$ cat config.mk
export PLATFORM = sky130hd
export DESIGN_NAME = inta_sequencer
export DESIGN_NICKNAME = d
export VERILOG_FILES = /design/src/rtl/inta_sequencer_pkg.sv /design/src/rtl/inta_sequencer.sv
export SDC_FILE = /design/constraint.sdc
export NUM_CORES = 1
export LEC_CHECK = 0
export CAP_MARGIN = 20
export CORE_UTILIZATION = 30
export CTS_CLUSTER_DIAMETER = 200
export DETAILED_ROUTE_END_ITERATION = 7
export GPL_TIMING_DRIVEN = 0
export HOLD_SLACK_MARGIN = 0.03
export SYNTH_ARGS = -nofsm -noshare
export SYNTH_HDL_FRONTEND = slang
export SYNTH_SLANG_ARGS = --single-unit
$ cat constraint.sdc
create_clock -name clock -period 2.5 [get_ports clock]
set_clock_uncertainty 0.15 [all_clocks]
set_input_delay 0.625 -clock clock [delete_from_list [all_inputs] [get_ports clock]]
set_output_delay 0.625 -clock clock [all_outputs]
set_load 0.02 [all_outputs]
$ cat src/rtl/inta_sequencer_pkg.sv
// Shared definitions for the CPU-side interrupt-acknowledge sequencer.
//   state_e      : sequencer FSM states
//   CALL_OPCODE  : opcode an MCS-80 PIC must return on the first INTA_n pulse
//   PULSES_*     : INTA_n pulses per acknowledge sequence in each CPU mode
package inta_sequencer_pkg;

    typedef enum logic [1:0] {
        IDLE,
        LOW,
        GAP,
        COOLDOWN
    } state_e;

    localparam logic [7:0]  CALL_OPCODE  = 8'hCD;
    localparam int unsigned PULSES_8086  = 2;
    localparam int unsigned PULSES_MCS80 = 3;

endpackage

$ cat src/rtl/inta_sequencer.sv
// CPU-side interrupt-acknowledge initiator for an 8259A environment.
// On INT with interrupts enabled it drives the INTA_n pulse train (2 pulses in
// 8086 mode, 3 in MCS-80 mode), samples the PIC data bus on the last cycle of
// every low phase, and presents the assembled vector / CALL instruction.
//
// Ports:
//   clock                    : system clock, rising edge
//   reset_n                  : asynchronous active-low reset
//   interrupt                : INT from the PIC
//   interrupt_enable         : CPU interrupt-enable flag
//   u8086_or_mcs80_config    : 1 = 8086 (2 pulses), 0 = MCS-80 (3 pulses)
//   data_bus_in[7:0]         : D7..D0 driven by the PIC while INTA_n is low
//   interrupt_acknowledge_n  : INTA_n to the PIC
//   busy                     : sequence in progress
//   vector_valid             : one-cycle strobe, results stable
//   vector_type[7:0]         : 8086 interrupt type (pulse-2 byte)
//   call_opcode[7:0]         : MCS-80 pulse-1 byte
//   call_address[15:0]       : MCS-80 {pulse-3 byte, pulse-2 byte}
//   opcode_error             : strobe with vector_valid when MCS-80 opcode != CALL
module inta_sequencer
    import inta_sequencer_pkg::*;
#(
    parameter int unsigned INTA_LOW_CYCLES = 2,
    parameter int unsigned INTA_GAP_CYCLES = 2
) (
    input  logic        clock,
    input  logic        reset_n,
    input  logic        interrupt,
    input  logic        interrupt_enable,
    input  logic        u8086_or_mcs80_config,
    input  logic [7:0]  data_bus_in,
    output logic        interrupt_acknowledge_n,
    output logic        busy,
    output logic        vector_valid,
    output logic [7:0]  vector_type,
    output logic [7:0]  call_opcode,
    output logic [15:0] call_address,
    output logic        opcode_error
);

    localparam int unsigned MAX_CYCLES =
        (INTA_LOW_CYCLES > INTA_GAP_CYCLES) ? INTA_LOW_CYCLES : INTA_GAP_CYCLES;
    localparam int unsigned CW = $clog2(MAX_CYCLES + 1);

    localparam logic [CW-1:0] LOW_LAST = CW'(INTA_LOW_CYCLES - 1);
    localparam logic [CW-1:0] GAP_LAST = CW'(INTA_GAP_CYCLES - 1);
    localparam logic [1:0]    LAST_IDX_8086  = 2'(PULSES_8086 - 1);
    localparam logic [1:0]    LAST_IDX_MCS80 = 2'(PULSES_MCS80 - 1);

    state_e          state_q, state_d;
    logic [CW-1:0]   cnt_q, cnt_d;
    logic [1:0]      idx_q, idx_d;
    logic            mode_q, mode_d;       // 1 = 8086
    // Only pulse-1 and pulse-2 bytes need storage: the final byte is taken
    // straight from the bus into the result registers on its capture edge.
    logic [1:0][7:0] byte_q, byte_d;

    logic            inta_n_q, inta_n_d;
    logic            busy_q, busy_d;
    logic            valid_q, valid_d;
    logic            operr_q, operr_d;
    logic [7:0]      vtype_q, vtype_d;
    logic [7:0]      opcode_q, opcode_d;
    logic [15:0]     addr_q, addr_d;

    logic            start;
    logic [1:0]      last_idx;

    assign start    = interrupt & interrupt_enable;
    assign last_idx = mode_q ? LAST_IDX_8086 : LAST_IDX_MCS80;

    always_comb begin
        state_d  = state_q;
        cnt_d    = cnt_q;
        idx_d    = idx_q;
        mode_d   = mode_q;
        byte_d   = byte_q;
        inta_n_d = 1'b1;
        busy_d   = busy_q;
        valid_d  = 1'b0;
        operr_d  = 1'b0;
        vtype_d  = vtype_q;
        opcode_d = opcode_q;
        addr_d   = addr_q;

        unique case (state_q)
            IDLE: begin
                busy_d = 1'b0;
                if (start) begin
                    state_d  = LOW;
                    cnt_d    = '0;
                    idx_d    = '0;
                    mode_d   = u8086_or_mcs80_config;
                    inta_n_d = 1'b0;
                    busy_d   = 1'b1;
                end
            end

            LOW: begin
                if (cnt_q == LOW_LAST) begin
                    cnt_d = '0;
                    if (idx_q == 2'd0) byte_d[0] = data_bus_in;
                    if (idx_q == 2'd1) byte_d[1] = data_bus_in;
                    if (idx_q != last_idx) begin
                        state_d = GAP;
                        idx_d   = idx_q + 2'd1;
                    end else begin
                        state_d = COOLDOWN;
                        valid_d = 1'b1;
                        if (mode_q) begin
                            vtype_d = data_bus_in;
                        end else begin
                            opcode_d = byte_q[0];
                            addr_d   = {data_bus_in, byte_q[1]};
                            operr_d  = (byte_q[0] != CALL_OPCODE);
                        end
                    end
                end else begin
                    cnt_d    = cnt_q + CW'(1);
                    inta_n_d = 1'b0;
                end
            end

            GAP: begin
                if (cnt_q == GAP_LAST) begin
                    state_d  = LOW;
                    cnt_d    = '0;
                    inta_n_d = 1'b0;
                end else begin
                    cnt_d = cnt_q + CW'(1);
                end
            end

            COOLDOWN: begin
                if (cnt_q == GAP_LAST) begin
                    cnt_d = '0;
                    // The cooldown-end edge doubles as the IDLE decision edge,
                    // so a held request restarts with no dead cycle in between.
                    if (start) begin
                        state_d  = LOW;
                        idx_d    = '0;
                        mode_d   = u8086_or_mcs80_config;
                        inta_n_d = 1'b0;
                    end else begin
                        state_d = IDLE;
                        busy_d  = 1'b0;
                    end
                end else begin
                    cnt_d = cnt_q + CW'(1);
                end
            end

            default: state_d = IDLE;
        endcase
    end

    always_ff @(posedge clock or negedge reset_n) begin
        if (!reset_n) begin
            state_q  <= IDLE;
            cnt_q    <= '0;
            idx_q    <= '0;
            mode_q   <= 1'b0;
            byte_q   <= '0;
            inta_n_q <= 1'b1;
            busy_q   <= 1'b0;
            valid_q  <= 1'b0;
            operr_q  <= 1'b0;
            vtype_q  <= '0;
            opcode_q <= '0;
            addr_q   <= '0;
        end else begin
            state_q  <= state_d;
            cnt_q    <= cnt_d;
            idx_q    <= idx_d;
            mode_q   <= mode_d;
            byte_q   <= byte_d;
            inta_n_q <= inta_n_d;
            busy_q   <= busy_d;
            valid_q  <= valid_d;
            operr_q  <= operr_d;
            vtype_q  <= vtype_d;
            opcode_q <= opcode_d;
            addr_q   <= addr_d;
        end
    end

    assign interrupt_acknowledge_n = inta_n_q;
    assign busy                    = busy_q;
    assign vector_valid            = valid_q;
    assign opcode_error            = operr_q;
    assign vector_type             = vtype_q;
    assign call_opcode             = opcode_q;
    assign call_address            = addr_q;

endmodule

==> flow_summary_export.csv, run 1 <==
group,metric,value,unit
power,p_per_area,1445,nW/um^2
placed_design,io_buffers,48,
synthesis,syn-num-nets,184,
detailed_routing,drc_errors,0,
timing,period_share,0.9244,
timing,finalHoldViolations,0,
timing,worstMarginPinSlew,0.4822,ns
placed_design,gp_congestion,0.7784,
critical_path,reg2reg_to,"call_address[11]",
job,maxCapViolations,0,
timing,max_freq,0.4327,GHz
synthesis,yosysSeqAreaShare,0.6072,
synthesis,synth_cell_type_count,34,
power,cellLeakagePower,0.001366,uW
placed_design,place_area,3057,sq um
layout,drive_above_1_share,0.3090,
detailed_routing,routed_wirelength,4.708,mm
detailed_routing,detail-route-antenna-nets,0,
synthesis,synth_area,2434,sq um
synthesis,ys_seq_elements,59,
synthesis,synth_fa_ha_area_frac,0.01028,
synthesis,synthXorXnorAreaFrac,0,
synthesis,synth-edff-count,0,
synthesis,yosys.area_share.simple,0.07969,
clocking,cts_hold_buf,0,
clocking,ctsRootBufferMaster,"clkbuf_8",
critical_path,reg2reg_depth,6,
status,outcome,"complete, no violations",
clocking,cts_max_level,3,
layout,area_growth,34.45,%
clocking,cts_tree,"yes",
synthesis,synth_ff_type,"dfrtp_1",
synthesis,avgSynthCellArea,14.40,sq um
global_route,antenna_found_initial,0,
clocking,cts_sinks,59,
layout,final_common_cell,"dfrtp_1",
floorplan,die_w,92.07,um
layout,mostFrequentLayoutCells,"dfrtp_1 (58), mux2_2 (48), clkdlybuf4s50_1 (47), clkbuf_8 (10), nor2_1 (8)",
clocking,cts_buffers,9,
floorplan,die_area,8476,sq um
floorplan,fp.coreArea,7767,sq um
global_route,track_usage,0.1208,
clocking,clock_latency,0.33,ns
clocking,ctsLongestPathBuffers,2,
timing,period_minus_slack,2.311,ns
clocking,post_cts_buffers,0,
timing,finalMaxSlewViolations,0,
critical_path,r2r_setup_slack,0.19,ns
critical_path,required,2.56,ns
critical_path,worstSetupPathType,"reg2reg",
detailed_routing,via_per_inst,4.588,
layout,nNetsFinal,244,
global_route,grt_pass1_wl,7.810,mm
synthesis,muxShareOfSynthArea,0.2344,
placed_design,place_ws,0.1750,ns
floorplan,pin_count,49,
synthesis,syn_inst,169,
global_route,grt_start_max_net_pins,41,
clocking,cts_resized,0,
timing,final.setup.worst_slack,0.1890,ns
layout,final_area,3272,sq um
detailed_routing,drtPass1Iterations,4,
critical_path,cp-end-kind,"register",
detailed_routing,routed-via-count,1537,
global_route,grt-ovfl-total,0,
layout,fillers,738,
placed_design,dp.cells,320,
synthesis,synth_warnings,0,
timing,slew-limit-headroom,0.6785,
detailed_routing,wire_per_inst,14.05,um
layout,post-route-util,0.4212,
global_route,grt_pass1_vias,1532,
floorplan,die_h,92.07,um
timing,rsz0062_at_grt,"false",
floorplan,rows,32,
critical_path,crit_fanout,10,
synthesis,async_reset_ff_frac,1.000,
critical_path,setup.worst_path.start_class,"register",
layout,finalNonFillerCells,335,
critical_path,cp.arrival,2.37,ns
min_path,hold_class,"in2async",
synthesis,synth_top_family_by_area,"multiplexers",
timing,finalSetupViolCount,0,
floorplan,start_util,0.3133,
detailed_routing,drtIter0Drc,73,
clocking,clk_pin_slew,0.06,ns
synthesis,synth-compound-area-share,0.04524,
power,vdd_drop_max,0.5015,mV
critical_path,r2r_start,"mode_q",
placed_design,dpl.hpwl,3.352,mm
layout,antennaDiodeCount,0,
-- cell usage after synthesis (2+ instances only) --
cell,number,share of area
mux2i_1,3,0.012
inv_1,4,0.0062
nor2_1,8,0.012
ha_1,2,0.010
buf_6,3,0.014
nand2b_1,3,0.0077
mux2_2,48,0.22
nand2_1,6,0.0093
nand3b_1,4,0.012
clkbuf_1,2,0.0031
dfrtp_1,58,0.60
o21ai_0,6,0.012
-- kinds of logic after synthesis --
| kind of cell | Yosys count |
|---|---|
| flip-flops | 59 |
| multiplexers | 51 |
| AO/OA/AOI/OAI | 16 |
| buffers and inverters | 9 |
| AND/OR/NAND/NOR | 32 |
| adder cells (fa/ha/maj) | 2 |
-- how the worst max path moves through the flow --
stage | depth (start not counted) | endpoint | slack, ns | start
after global routing | 5 | call_address[13] | 0.10 | idx_q[0]
final | 6 | call_address[11] | 0.19 | mode_q
after global placement | 1 | call_address[12] | -1.26 | reset_n
after detailed placement | 6 | call_address[10] | 0.18 | mode_q
after floorplan | 6 | call_address[10] | 0.39 | mode_q
after CTS | 6 | call_address[11] | 0.17 | mode_q
-- stage by stage --
stage | hold WS [ns] | power [uW] | setup TNS, ns
4_1_cts | 0.1187 | 4786 | 0
5_1_grt | 0.1317 | 5002 | 0
2_1_floorplan | 0.1794 | 2980 | 0
6_report | 0.1095 | 4727 | 0
3_3_place_gp | 0.3322 | 3785 | -73.28
3_5_place_dp | 0.3381 | 3830 | 0
-- critical path: stages, from the launching register on --
cell and delay [ns]:
dfrtp_1 0.37, buf_6 0.13, or3b_4 0.38, and2_4 0.18
nor3_4 0.41, buf_6 0.23, mux2_2 0.35
-- flip-flops by register name, indices dropped and copies added, names as in the netlist, 2 cells and up --
signal / count
byte_q: 16
call_opcode: 8
idx_q: 2
cnt_q: 2
call_address: 16
vector_type: 8
state_q: 2
-- area by class of cell --
type                    instances  area [sq um]  area share
plain buffers                   5         41.29     0.01262
clock buffers                  10         137.6     0.04206
clock inverters                 5         77.57     0.02371
inverters                       4         15.01    0.004589
multi-input cells             101         899.6      0.2750
flip-flops and latches         59          1478      0.4516
well taps                     102         127.6     0.03901
repair buffers                 49         495.5      0.1514
-- power by group --
| part | internal, uW | leakage, uW | switching [uW] |
|---|---|---|---|
| sequential | 1440 | 0.000705 | 276 |
| clock | 579 | 0.000108 | 359 |
| combinational | 1120 | 0.000552 | 951 |
-- per-layer routing --
layer | global-route usage | wire (um) | up-vias
met5 | 0 | 0 | -
met4 | 0.06250 | 98 | 0
met3 | 0.02405 | 176 | 10
met2 | 0.1772 | 2147 | 29
met1 | 0.1681 | 2286 | 769
li1 | - | - | 729
(Power assumes the default switching activity.)
==> inputs of run 2 (changes only) <==
==> constraint.sdc (replaced) <==
create_clock -name clock -period 2.9 [get_ports clock]
set_clock_uncertainty 0.15 [all_clocks]
set_input_delay 0.725 -clock clock [delete_from_list [all_inputs] [get_ports clock]]
set_output_delay 0.725 -clock clock [all_outputs]
set_load 0.02 [all_outputs]
==> results of run 2 <==
The final DEF is identical to that of run 1. Status: complete, no violations.
Among the figures that moved: setup slack after placement 0.1750 ns -> 0.5512 ns; setup slack after layout 0.1890 ns -> 0.5890 ns; hold slack 0.1095 ns -> 0.2095 ns; register-to-register setup slack 0.19 ns -> 0.59 ns; total power 4727 uW -> 4075 uW; worst IR drop on VDD 0.5015 mV -> 0.4323 mV
==> inputs of run 3 (changes only) <==
==> constraint.sdc (replaced) <==
create_clock -name clock -period 2.2 [get_ports clock]
set_clock_uncertainty 0.15 [all_clocks]
set_input_delay 0.55 -clock clock [delete_from_list [all_inputs] [get_ports clock]]
set_output_delay 0.55 -clock clock [all_outputs]
set_load 0.02 [all_outputs]
==> flow_summary_export.csv, run 3 (same netlist as run 1, synthesis figures left out) <==
group,metric,value,unit
status,outcome,"complete, no violations",
detailed_routing,routed_wirelength,4.850,mm
critical_path,crit_family,"simple AND/OR/NAND/NOR gates",
layout,finalNonFillerCells,339,
power,cellLeakagePower,0.001387,uW
placed_design,io_buffers,48,
detailed_routing,drc_errors,0,
critical_path,crit_chain,"buf_6, or3b_4, and2_4, nor3_4, buf_6, clkbuf_4, mux2_2",
clocking,ctsRootBufferMaster,"clkbuf_8",
layout,final_common_cell,"dfrtp_1",
power,p_per_area,1641,nW/um^2
critical_path,setup.worst_path.start_class,"register",
detailed_routing,drtPass1Iterations,4,
power,p_sw,1828,uW
floorplan,die_w,92.07,um
critical_path,critPathMaxStageDelay,0.38,ns
critical_path,required,2.27,ns
detailed_routing,via_per_inst,4.622,
timing,worstMarginPinSlew,0.4776,ns
detailed_routing,met2_length,2.255,mm
placed_design,dpl.hpwl,3.352,mm
floorplan,die_h,92.07,um
clocking,cts_hold_buf,0,
layout,mostFrequentLayoutCells,"dfrtp_1 (57), mux2_2 (48), clkdlybuf4s50_1 (47), clkbuf_8 (10), nor2_1 (8)",
floorplan,die_area,8476,sq um
critical_path,crit_top_cell,"buf_6",
timing,final.setup.worst_slack,0.04401,ns
detailed_routing,wire_per_inst,14.31,um
floorplan,pin_count,49,
power,total_power,5434,uW
power,seq_power_share,0.360,
critical_path,slowest_stage,"or3b_4",
min_path,hold_class,"in2async",
timing,period_minus_slack,2.156,ns
power,internal_power,3606,uW
layout,antennaDiodeCount,0,
global_route,grt_start_max_net_pins,41,
placed_design,gp_congestion,0.7784,
power,vdd_drop_max,0.5715,mV
clocking,ctsLongestPathBuffers,2,
layout,multi_input_area,899.6,sq um
clocking,clk_pin_slew,0.07,ns
detailed_routing,wl_met1,2.339,mm
detailed_routing,drtIter0Drc,94,
timing,finalSetupViolCount,0,
detailed_routing,routed-via-count,1567,
critical_path,path_buf_inv,3,
global_route,grt-ovfl-total,0,
global_route,antenna_found_initial,0,
global_route,grt_pass1_wl,7.907,mm
timing,max_freq,0.4638,GHz
placed_design,place_ws,-0.1250,ns
clocking,cts_max_level,3,
detailed_routing,wl_met3,142,um
timing,fin_tns_setup,0,ns
power,netSwitchingFraction,0.3364,
critical_path,cp.arrival,2.22,ns
job,maxCapViolations,0,
timing,finalHoldViolations,0,
power,power_frac_comb,0.443,
global_route,track_usage,0.1222,
clocking,cts_tree,"yes",
critical_path,crit_fanout,8,
timing,hold-worst-slack,0.03175,ns
detailed_routing,top_layer,"met4",
floorplan,start_util,0.3133,
global_route,grt_pass1_vias,1545,
placed_design,dp.cells,320,
timing,period_share,0.9800,
layout,seq_area,1479,sq um
timing,slew-limit-headroom,0.6816,
layout,fillers,733,
clocking,clock_latency,0.33,ns
clocking,cts_buffers,9,
floorplan,fp.coreArea,7767,sq um
power,p_clk_frac,0.197,
critical_path,worstSetupPathType,"reg2reg",
layout,drive_above_1_share,0.3249,
critical_path,cp-end-kind,"register",
layout,nNetsFinal,248,
timing,rsz0062_at_grt,"true",
layout,area_growth,36.04,%
clocking,cts_sinks,59,
detailed_routing,detail-route-antenna-nets,0,
timing,finalMaxSlewViolations,0,
floorplan,rows,32,
-- run 3: power groups by stage --
stage | sequential [uW] | clock, uW | combinational [uW]
floorplan | 2320 | 0 | 1070
global placement | 1970 | 0 | 2330
detailed placement | 1970 | 0 | 2380
CTS | 1960 | 1090 | 2400
global route | 2030 | 1140 | 2570
finish | 1960 | 1070 | 2410
-- run 3: worst paths after layout --
path / start / to / slack [ns] / depth (start not counted)
max in group asynchronous: reset_n / call_opcode[3] / 1.30 / 2
min in group clock: byte_q[15] / call_address[7] / 0.35 / 1
setup reg to reg: mode_q / call_address[15] / 0.04 / 7
hold / removal: reset_n / call_address[3] / 0.03 / 1
setup / recovery: mode_q / call_address[15] / 0.04 / 7
hold reg to reg: byte_q[15] / call_address[7] / 0.35 / 1
-- run 3: layout make-up --
cell class,count,share of cell area
clock buffers,10,0.04157
inverters,4,0.004535
multi-input cells,101,0.2717
well taps,102,0.03855
plain buffers,5,0.01361
clock inverters,5,0.02343
flip-flops and latches,59,0.4467
repair buffers,53,0.1599
-- run 3: what timing repair did --
action | CTS | global route
endpoints found under the setup margin | 19 | 22
pin swaps | 1 | 1
setup buffers | 2 | 1
gates resized for setup | 0 | 4
cloned | 0 | 1
-- run 3: stage by stage --
stage	utilization	area, sq um
CTS	0.4232	3287
finish	0.4262	3311
global route	0.4262	3311
global placement	0.3916	3042
detailed placement	0.3935	3057
floorplan	-	2434
-- run 3: routing by layer --
metal,up-vias,global-route usage
li1,738,-
met1,787,0.1686
met2,30,0.1816
met3,12,0.02405
met4,0,0.06250
met5,-,0
